### config.mk
export PLATFORM = sky130hd
export DESIGN_NAME = up_down_counter
export DESIGN_NICKNAME = d
export VERILOG_FILES = /design/src/rtl/up_down_counter.sv
export SDC_FILE = /design/constraint.sdc
export NUM_CORES = 1
export LEC_CHECK = 0
export CAP_MARGIN = 20
export CORE_AREA = 2 2 39 41
export CTS_BUF_LIST = sky130_fd_sc_hd__clkbuf_16
export DETAILED_ROUTE_END_ITERATION = 7
export DIE_AREA = 0 0 41 43
export MAX_ROUTING_LAYER = met4
export SYNTH_ARGS = -nofsm -noshare
export SYNTH_HDL_FRONTEND = slang
export SYNTH_SLANG_ARGS = --single-unit
### constraint.sdc
create_clock -name clk -period 2.3 [get_ports clk]
set_clock_uncertainty 0.15 [all_clocks]
set_input_delay 0.345 -clock clk [delete_from_list [all_inputs] [get_ports clk]]
set_output_delay 0.345 -clock clk [all_outputs]
set_load 0.03 [all_outputs]
### src/rtl/up_down_counter.sv
// ============================================================================
// Module  : up_down_counter
// Purpose : Synchronous up/down binary counter with enable, modulo 2^WIDTH,
//           and a registered one-cycle pulse on every wrap-around.
// Revision: 1.0 - initial release
// ============================================================================
`default_nettype none

module up_down_counter #(
  parameter int WIDTH = 5
) (
  input  logic             clk,
  input  logic             reset,
  input  logic             en,
  input  logic             ctrl,
  output logic [WIDTH-1:0] counter_out,
  output logic             wrap
);

  localparam logic [WIDTH-1:0] C_ZERO = '0;
  localparam logic [WIDTH-1:0] C_MAX  = '1;
  localparam logic [WIDTH-1:0] C_ONE  = WIDTH'(1);

  logic             w_down;
  logic [WIDTH-1:0] w_next;
  logic             w_wraps;

  assign w_down  = ctrl;
  assign w_next  = w_down ? (counter_out - C_ONE) : (counter_out + C_ONE);
  // A wrap happens when stepping past either end of the unsigned range.
  assign w_wraps = w_down ? (counter_out == C_ZERO) : (counter_out == C_MAX);

  always_ff @(posedge clk) begin
    if (reset) begin
      counter_out <= C_ZERO;
      wrap        <= 1'b0;
    end else if (en) begin
      counter_out <= w_next;
      wrap        <= w_wraps;
    end else begin
      wrap        <= 1'b0;
    end
  end

endmodule

`default_nettype wire

After elaboration in Yosys (flattened, before gate mapping) --
Index checks and enable logic that the tools add are counted.
Operators by class: add/subtract/negate cells 2, eq/ne operators 1, muxes and demuxes 2, bitwise gates (word level) 1, reductions and logical operators 2
Operators with widths (count):
- 5-bit by 1-bit adder with 5-bit output, second input constant | 1
- 5-bit == test, second input constant | 1
- 5-bit zero test | 1
- 5-bit 2-to-1 mux | 1
- 5-bit by 1-bit subtractor with 5-bit output, second input constant | 1
- 2-bit OR reduction | 1
- 1-bit 2-to-1 mux | 1
- 1-bit inverter | 1
Storage, ports and cells: flip-flop bits (word level) 6, input bits 4, output and inout port bits 6, word-level logic and storage cells 10

Longest topological paths before layout --
Gate-level depths: netlist (run 1).
depth in word-level cells 2, gate-level depth with buffers 6, depth with buffers taken out 6

Least setup slack after synthesis (run 1) --
No wires, ideal clock.
path type register to register, start register counter_out[0], end register counter_out[4], arrival 1911 ps, data required time 2029 ps, slack 118 ps, cell stages (with the launch flop) 7, path buffers 0, clock period less this slack 2182 ps, path through dfxtp_1 -> inv_1 -> fa_1 -> nand2b_1 -> a21oi_1 -> mux2i_1 -> mux2_2
On the way: word-level cells in the longest chain between the ends 2, elaborated cells on any way between the ends 3, those cells by class add/sub: 2; mux: 1
RTL lines:
- from (decl) | line 16 | output logic [WIDTH-1:0] counter_out,
- from (signal assigned) | line 38 | counter_out <= w_next;
- 5-bit by 1-bit adder with 5-bit output or 5-bit by 1-bit subtractor with 5-bit output (tied branches) | line 29 | assign w_next = w_down ? (counter_out - C_ONE) : (counter_out + C_ONE);
- 5-bit 2-to-1 mux (*) | line 29
Every way passes the cells marked *; elsewhere a longest branch is shown, timed or not. A chain may end at the register's enable or synchronous reset.

Worst setup path after layout (run 1) --
start input port ctrl, end register counter_out[4]
On the way: word-level cells in the longest chain between the ends 1
RTL lines:
- from (decl) | line 15 | input logic ctrl,
- 5-bit 2-to-1 mux | line 29
Every way passes these cells.

==> results.py, run 1 <==
metrics = {
    "run_status": {
        "status": "finished, final reports clean",
    },
    "synth": {
        "synthMuxAreaShare": 0.08065,
        "seq_area_frac_synth": 0.3097,
        "ys_types": 22,
        "syn_inst": 44,
        "synth_compound_area_frac": 0.1129,
        "netlist.area_leader.share": 0.3097,
        "synth_top_family_by_area": "simple AND/OR/NAND/NOR gates",
        "ys_async_sr_fraction": 0,
        "synthAdderAreaFrac": 0.1484,
        "syn-num-nets": 52,
        "ys_seq_elements": 6,
        "avgSynthCellArea_um2": 8.815,
        "yosysMostFrequentCell": "nor2_1",
        "synth-simple-area-share": 0.2548,
        "synth_common_cells": "nor2_1, dfxtp_1, ha_1, inv_1, nand2_1",
        "synth_area_leaders": "dfxtp_1, ha_1, nor2_1",
        "synth_edf_count": 0,
        "synth_xor_area_frac": 0.04516,
        "synth_area_um2": 387.9,
        "yosys_warnings": 0,
        "ys.flop_type": "dfxtp_1",
        "yosysTopAreaCell": "dfxtp_1",
    },
    "clocking": {
        "htree_levels": 1,
        "insertion_delay_ns": 0.22,
        "cts_setup_buffers": 0,
        "clockRootBuffer": "clkbuf_16",
        "cts_buffer_depth": 2,
        "cts_buffers": 3,
        "cts_resized": 0,
        "clkSinkCount": 6,
        "cts_tree": "done",
        "clk_pin_slew_ns": 0.03,
        "holdBufCountCts": 0,
    },
    "routing": {
        "drt_first_iter_violations": 2,
        "wire_per_inst_um": 10.41,
        "drtAntennaViolNets": 0,
        "remaining_drc_errors": 0,
        "first_pass_iters": 2,
        "viasPerCell": 4.526,
        "via_count": 344,
        "drt_wl_total_um": 791,
    },
    "worst_setup_path": {
        "reg2reg_to": "counter_out[4]$_SDFFE_PP0P_",
        "rr_worst_depth": 6,
        "path_class": "in2reg",
        "timing.rr.start": "counter_out[1]$_SDFFE_PP0P_",
        "worst_ep_arrival_time_ns": 2.17,
        "cp.required_ns": 2.26,
        "crit_fanout": 2,
        "ff2ff_setup_slack_ns": 0.32,
        "worst_setup_path_end_kind": "flip-flop",
        "cp-start-kind": "primary input",
    },
    "placed_design": {
        "dp.cells": 73,
        "portBuffers": 9,
        "dp_hpwl_um": 595.9,
        "place_congestion": 0.7199,
        "dp_slack_ns": -0.2275,
    },
    "final_layout": {
        "syn_to_final_growth_pct": 59.03,
        "antenna_cells": 0,
        "layout.cells.non_filler": 76,
        "post-route-util": 0.4458,
        "final_nets": 70,
        "drive_gt1_frac": 0.2333,
    },
    "global_routing": {
        "overflow": 0,
        "grt_pass1_wl_mm": 1.235,
        "antenna_found_initial": 0,
        "grt_pass1_vias": 303,
        "grt_start_max_net_pins": 10,
        "grt_util_all_layers": 0.1103,
    },
    "hold_path": {
        "worstHoldEndpoint": "counter_out[1]$_SDFFE_PP0P_",
        "min-delay-start": "counter_out[1]$_SDFFE_PP0P_",
        "hold_class": "reg2reg",
        "min_path_cells": 2,
    },
    "power": {
        "p_leak_nw": 0.2633,
        "p_sw_frac": 0.2531,
        "combPwrFrac": 0.277,
        "ir_drop_mv": 0.4614,
        "p_switching_mw": 0.1426,
        "p_int_mw": 0.4208,
        "p_seq_frac": 0.231,
        "p_per_area_mw_per_mm2": 913.4,
        "pwr-share-clk": 0.492,
    },
    "die": {
        "ios": 10,
        "die_y_um": 43,
        "rows": 14,
        "die_area_mm2": 0.001763,
        "start_util": 0.2803,
        "core_mm2": 0.001384,
        "dieWidth_um": 41,
    },
    "sta": {
        "fmax_mhz": 453.4,
        "rsz0062_at_grt": "false",
        "relSlewSlack": 0.7851,
        "tightest_slew_ns": 0.3214,
        "setup_viol": 0,
        "post-route-period-util": 0.9589,
        "fin_crit_ns": 2.206,
        "hold_viol": 0,
        "fin_ws_ns": 0.09443,
        "slew_violations": 0,
    },
    "run": {
        "cap_violations": 0,
    },
}
==> final cells by class <==
class | instances | area [µm²]
tap | 16 | 20.02
fill | 143 | 767.0
timing repair buffer | 15 | 135.1
inverter | 3 | 11.26
sequential | 6 | 120.1
clock buffer | 3 | 75.07
multi-input combinational | 33 | 255.2
==> per-stage QoR <==
stage | cell area (µm²) | setup TNS (ns) | total power [mW] | hold WS [ns]
2_1_floorplan | 387.9 | 0 | 0.2249 | 0.3963
3_3_place_gp | 535.5 | -0.1978 | 0.2829 | 0.3826
3_5_place_dp | 535.5 | -0.2275 | 0.2846 | 0.3885
4_1_cts | 610.6 | 0 | 0.5670 | 0.3933
5_1_grt | 616.8 | 0 | 0.5954 | 0.4404
6_report | 616.8 | 0 | 0.5634 | 0.4140
==> how the worst max path moves through the flow <==
stage                                     start                           to  slack, ns  depth (start not counted)
global route                               ctrl  counter_out[4]$_SDFFE_PP0P_       0.04                          7
detailed placement                         ctrl  counter_out[4]$_SDFFE_PP0P_      -0.23                          7
floorplan           counter_out[0]$_SDFFE_PP0P_  counter_out[4]$_SDFFE_PP0P_       0.12                          6
finish                                     ctrl  counter_out[4]$_SDFFE_PP0P_       0.09                          7
CTS                                        ctrl  counter_out[4]$_SDFFE_PP0P_      0.004                          7
global placement                           ctrl  counter_out[4]$_SDFFE_PP0P_      -0.20                          7
==> cells in the final DEF (no fill, tap or decap), types with 2 or more instances in the layout <==
cell type        n
buf_4            6
clkbuf_16        3
clkdlybuf4s50_1  9
dfxtp_1          6
ha_1             3
inv_1            3
mux2i_1          2
nand2_1          3
nor2_1           8
xnor2_1          2
==> cell families (layout without fill, tap and decap cells) <==
| kind of cell | Yosys count | after routing |
|---|---|---|
| AND/OR/NAND/NOR | 18 | 18 |
| AO/OA/AOI/OAI | 6 | 6 |
| flip-flops | 6 | 6 |
| buffers and inverters | 5 | 21 |
| adder cells (fa/ha/maj) | 4 | 4 |
| multiplexers | 3 | 3 |
| XOR/XNOR | 2 | 2 |
==> metal layers <==
layer	GRT usage	vias up	share of wire
met4	0.02000	0	0.0051
met3	0.07853	2	0.070
met5	-	-	0
met1	0.1327	148	0.47
li1	-	185	-
met2	0.1500	9	0.46
==> registers in the layout, indices dropped and copies added, names as in the netlist <==
name,cells
counter_out,5
wrap,1
==> worst max-delay path: stages <==
cell and delay [ns]:
clkdlybuf4s50_1 0.47, inv_1 0.07, fa_2 0.39, nand2b_1 0.17, a21oi_2 0.17, mux2i_1 0.21
mux2_2 0.34
==> power by group through the flow <==
stage / Sequential [mW] / Combinational, mW / Clock, mW
global route: 0.133 / 0.173 / 0.290
floorplan: 0.156 / 0.0688 / 0
finish: 0.130 / 0.156 / 0.277
global placement: 0.132 / 0.151 / 0
detailed placement: 0.131 / 0.153 / 0
CTS: 0.130 / 0.153 / 0.284
No activity file was read; power rests on OpenSTA's default activity.
==> run 2, diff against run 1 <==
GPL_TIMING_DRIVEN = 0   (was not set)
==> run 2 against run 1 <==
Critical path depth decreased by 1. Total power decreased by 3.9%. Non-clock buffer count decreased by 6. Sequential power about the same. Clock-buffer cell count unchanged. Flip-flop and latch count unchanged. Cell count decreased by 7.9%. First-iteration DRC count decreased by 100%. Via count decreased by 0.87%. Fmax increased by 4.7%. Largest power group unchanged.
==> results.py, run 2 (synthesis gave the netlist of run 1 again) <==
metrics = {
    "run_status": {
        "status": "finished, final reports clean",
    },
    "final_layout": {
        "final_nets": 64,
        "regArea_um2": 120.1,
        "multi_input_area_um2": 249.0,
        "drive_gt1_frac": 0.1296,
        "post-route-util": 0.3960,
        "top_register": "counter_out",
        "antenna_cells": 0,
        "top_regs": "counter_out (5), wrap (1)",
        "layout_common_cells": "nor2_1, dfxtp_1, clkdlybuf4s50_1",
        "fill_cells": 141,
        "final_common_cell": "nor2_1",
        "fin_area_um2": 548.0,
        "largest_reg_flops": 5,
        "syn_to_final_growth_pct": 41.29,
    },
    "hold_path": {
        "min_path_cells": 2,
        "hold_class": "in2reg",
    },
    "global_routing": {
        "antenna_found_initial": 0,
        "grt_pass1_vias": 306,
        "grt_util_all_layers": 0.1174,
        "grt_pass1_wl_mm": 1.276,
        "grt_start_max_net_pins": 11,
        "overflow": 0,
    },
    "clocking": {
        "htree_levels": 1,
        "clkSinkCount": 6,
        "cts_tree": "done",
        "cts_resized": 1,
        "holdBufCountCts": 0,
        "cts_buffers": 3,
        "insertion_delay_ns": 0.23,
        "cts_setup_buffers": 0,
        "clockRootBuffer": "clkbuf_16",
        "clk_pin_slew_ns": 0.03,
        "cts_buffer_depth": 2,
    },
    "worst_setup_path": {
        "cp-start-kind": "flip-flop",
        "rr_worst_depth": 6,
        "crit_fanout": 6,
        "cp.required_ns": 2.26,
        "path_class": "reg2reg",
        "reg2reg_to": "counter_out[4]$_SDFFE_PP0P_",
        "worst_ep_arrival_time_ns": 2.07,
        "crit_start": "counter_out[0]$_SDFFE_PP0P_",
        "timing.rr.start": "counter_out[0]$_SDFFE_PP0P_",
        "ff2ff_setup_slack_ns": 0.19,
        "worst_setup_path_end_kind": "flip-flop",
        "cp-endpoint": "counter_out[4]$_SDFFE_PP0P_",
    },
    "sta": {
        "fin_crit_ns": 2.106,
        "tns_ns": 0,
        "relSlewSlack": 0.7055,
        "tightest_slew_ns": 0.4417,
        "hold_viol": 0,
        "fmax_mhz": 474.9,
        "slew_violations": 0,
        "post-route-period-util": 0.9156,
        "rsz0062_at_grt": "false",
        "setup_viol": 0,
        "fin_ws_ns": 0.1941,
    },
    "die": {
        "die_y_um": 43,
        "core_mm2": 0.001384,
        "die_area_mm2": 0.001763,
        "start_util": 0.2803,
        "ios": 10,
        "dieWidth_um": 41,
        "rows": 14,
    },
    "routing": {
        "first_pass_iters": 1,
        "remaining_drc_errors": 0,
        "drt_first_iter_violations": 0,
        "wire_per_inst_um": 10.30,
        "drtAntennaViolNets": 0,
        "via_count": 341,
        "drt_wl_total_um": 721,
        "viasPerCell": 4.871,
    },
    "placed_design": {
        "place_congestion": 0.7937,
        "portBuffers": 7,
        "place_area_um2": 478.0,
        "dp_hpwl_um": 548.3,
        "dp_slack_ns": -0.4490,
    },
    "power": {
        "ir_drop_mv": 0.4808,
        "p_leak_nw": 0.2296,
        "p_per_area_mw_per_mm2": 988.4,
        "power_mw": 0.5417,
    },
    "run": {
        "cap_violations": 0,
    },
}
[run 2: worst min path at each step]
stage	from	slack, ns	endpoint
global placement	counter_out[1]$_SDFFE_PP0P_	0.39	counter_out[1]$_SDFFE_PP0P_
CTS	reset	0.34	counter_out[0]$_SDFFE_PP0P_
floorplan	ctrl	0.40	wrap$_SDFF_PP0_
global route	reset	0.37	counter_out[0]$_SDFFE_PP0P_
finish	reset	0.32	counter_out[0]$_SDFFE_PP0P_
detailed placement	counter_out[1]$_SDFFE_PP0P_	0.39	counter_out[1]$_SDFFE_PP0P_
[run 2: worst max-delay path, stage by stage, from the launching register on]
cell and delay, ns:
dfxtp_1 0.41, inv_1 0.08, fa_1 0.43, nand2b_1 0.16
a21oi_1 0.17, mux2i_1 0.24, mux2_2 0.34
[run 2: routing by layer]
metal / wire [µm] / track usage
met4: 11 / 0.04000
met5: 0 / -
met3: 61 / 0.09424
met2: 328 / 0.1500
met1: 319 / 0.1355
[run 2: final cells by class]
| cell class | instances | area share |
|---|---|---|
| Multi-Input combinational cell | 33 | 0.4543 |
| Sequential cell | 6 | 0.2192 |
| Clock buffer | 3 | 0.1370 |
| Timing Repair Buffer | 7 | 0.1187 |
| Tap cell | 16 | 0.03653 |
| Inverter | 3 | 0.02055 |
| Buffer | 2 | 0.01370 |
[run 2: power by group]
part / switching [mW] / internal [mW]
logic: 0.0677 / 0.0623
clock network: 0.0561 / 0.223
registers: 0.0151 / 0.118
total: 0.139 / 0.403
[run 2: metrics by stage]
step           cells  hold WS (ns)
6_report          70        0.3244
5_1_grt           70        0.3656
4_1_cts           70        0.3376
2_1_floorplan     44        0.3963
3_5_place_dp      67        0.3907
3_3_place_gp      67        0.3875
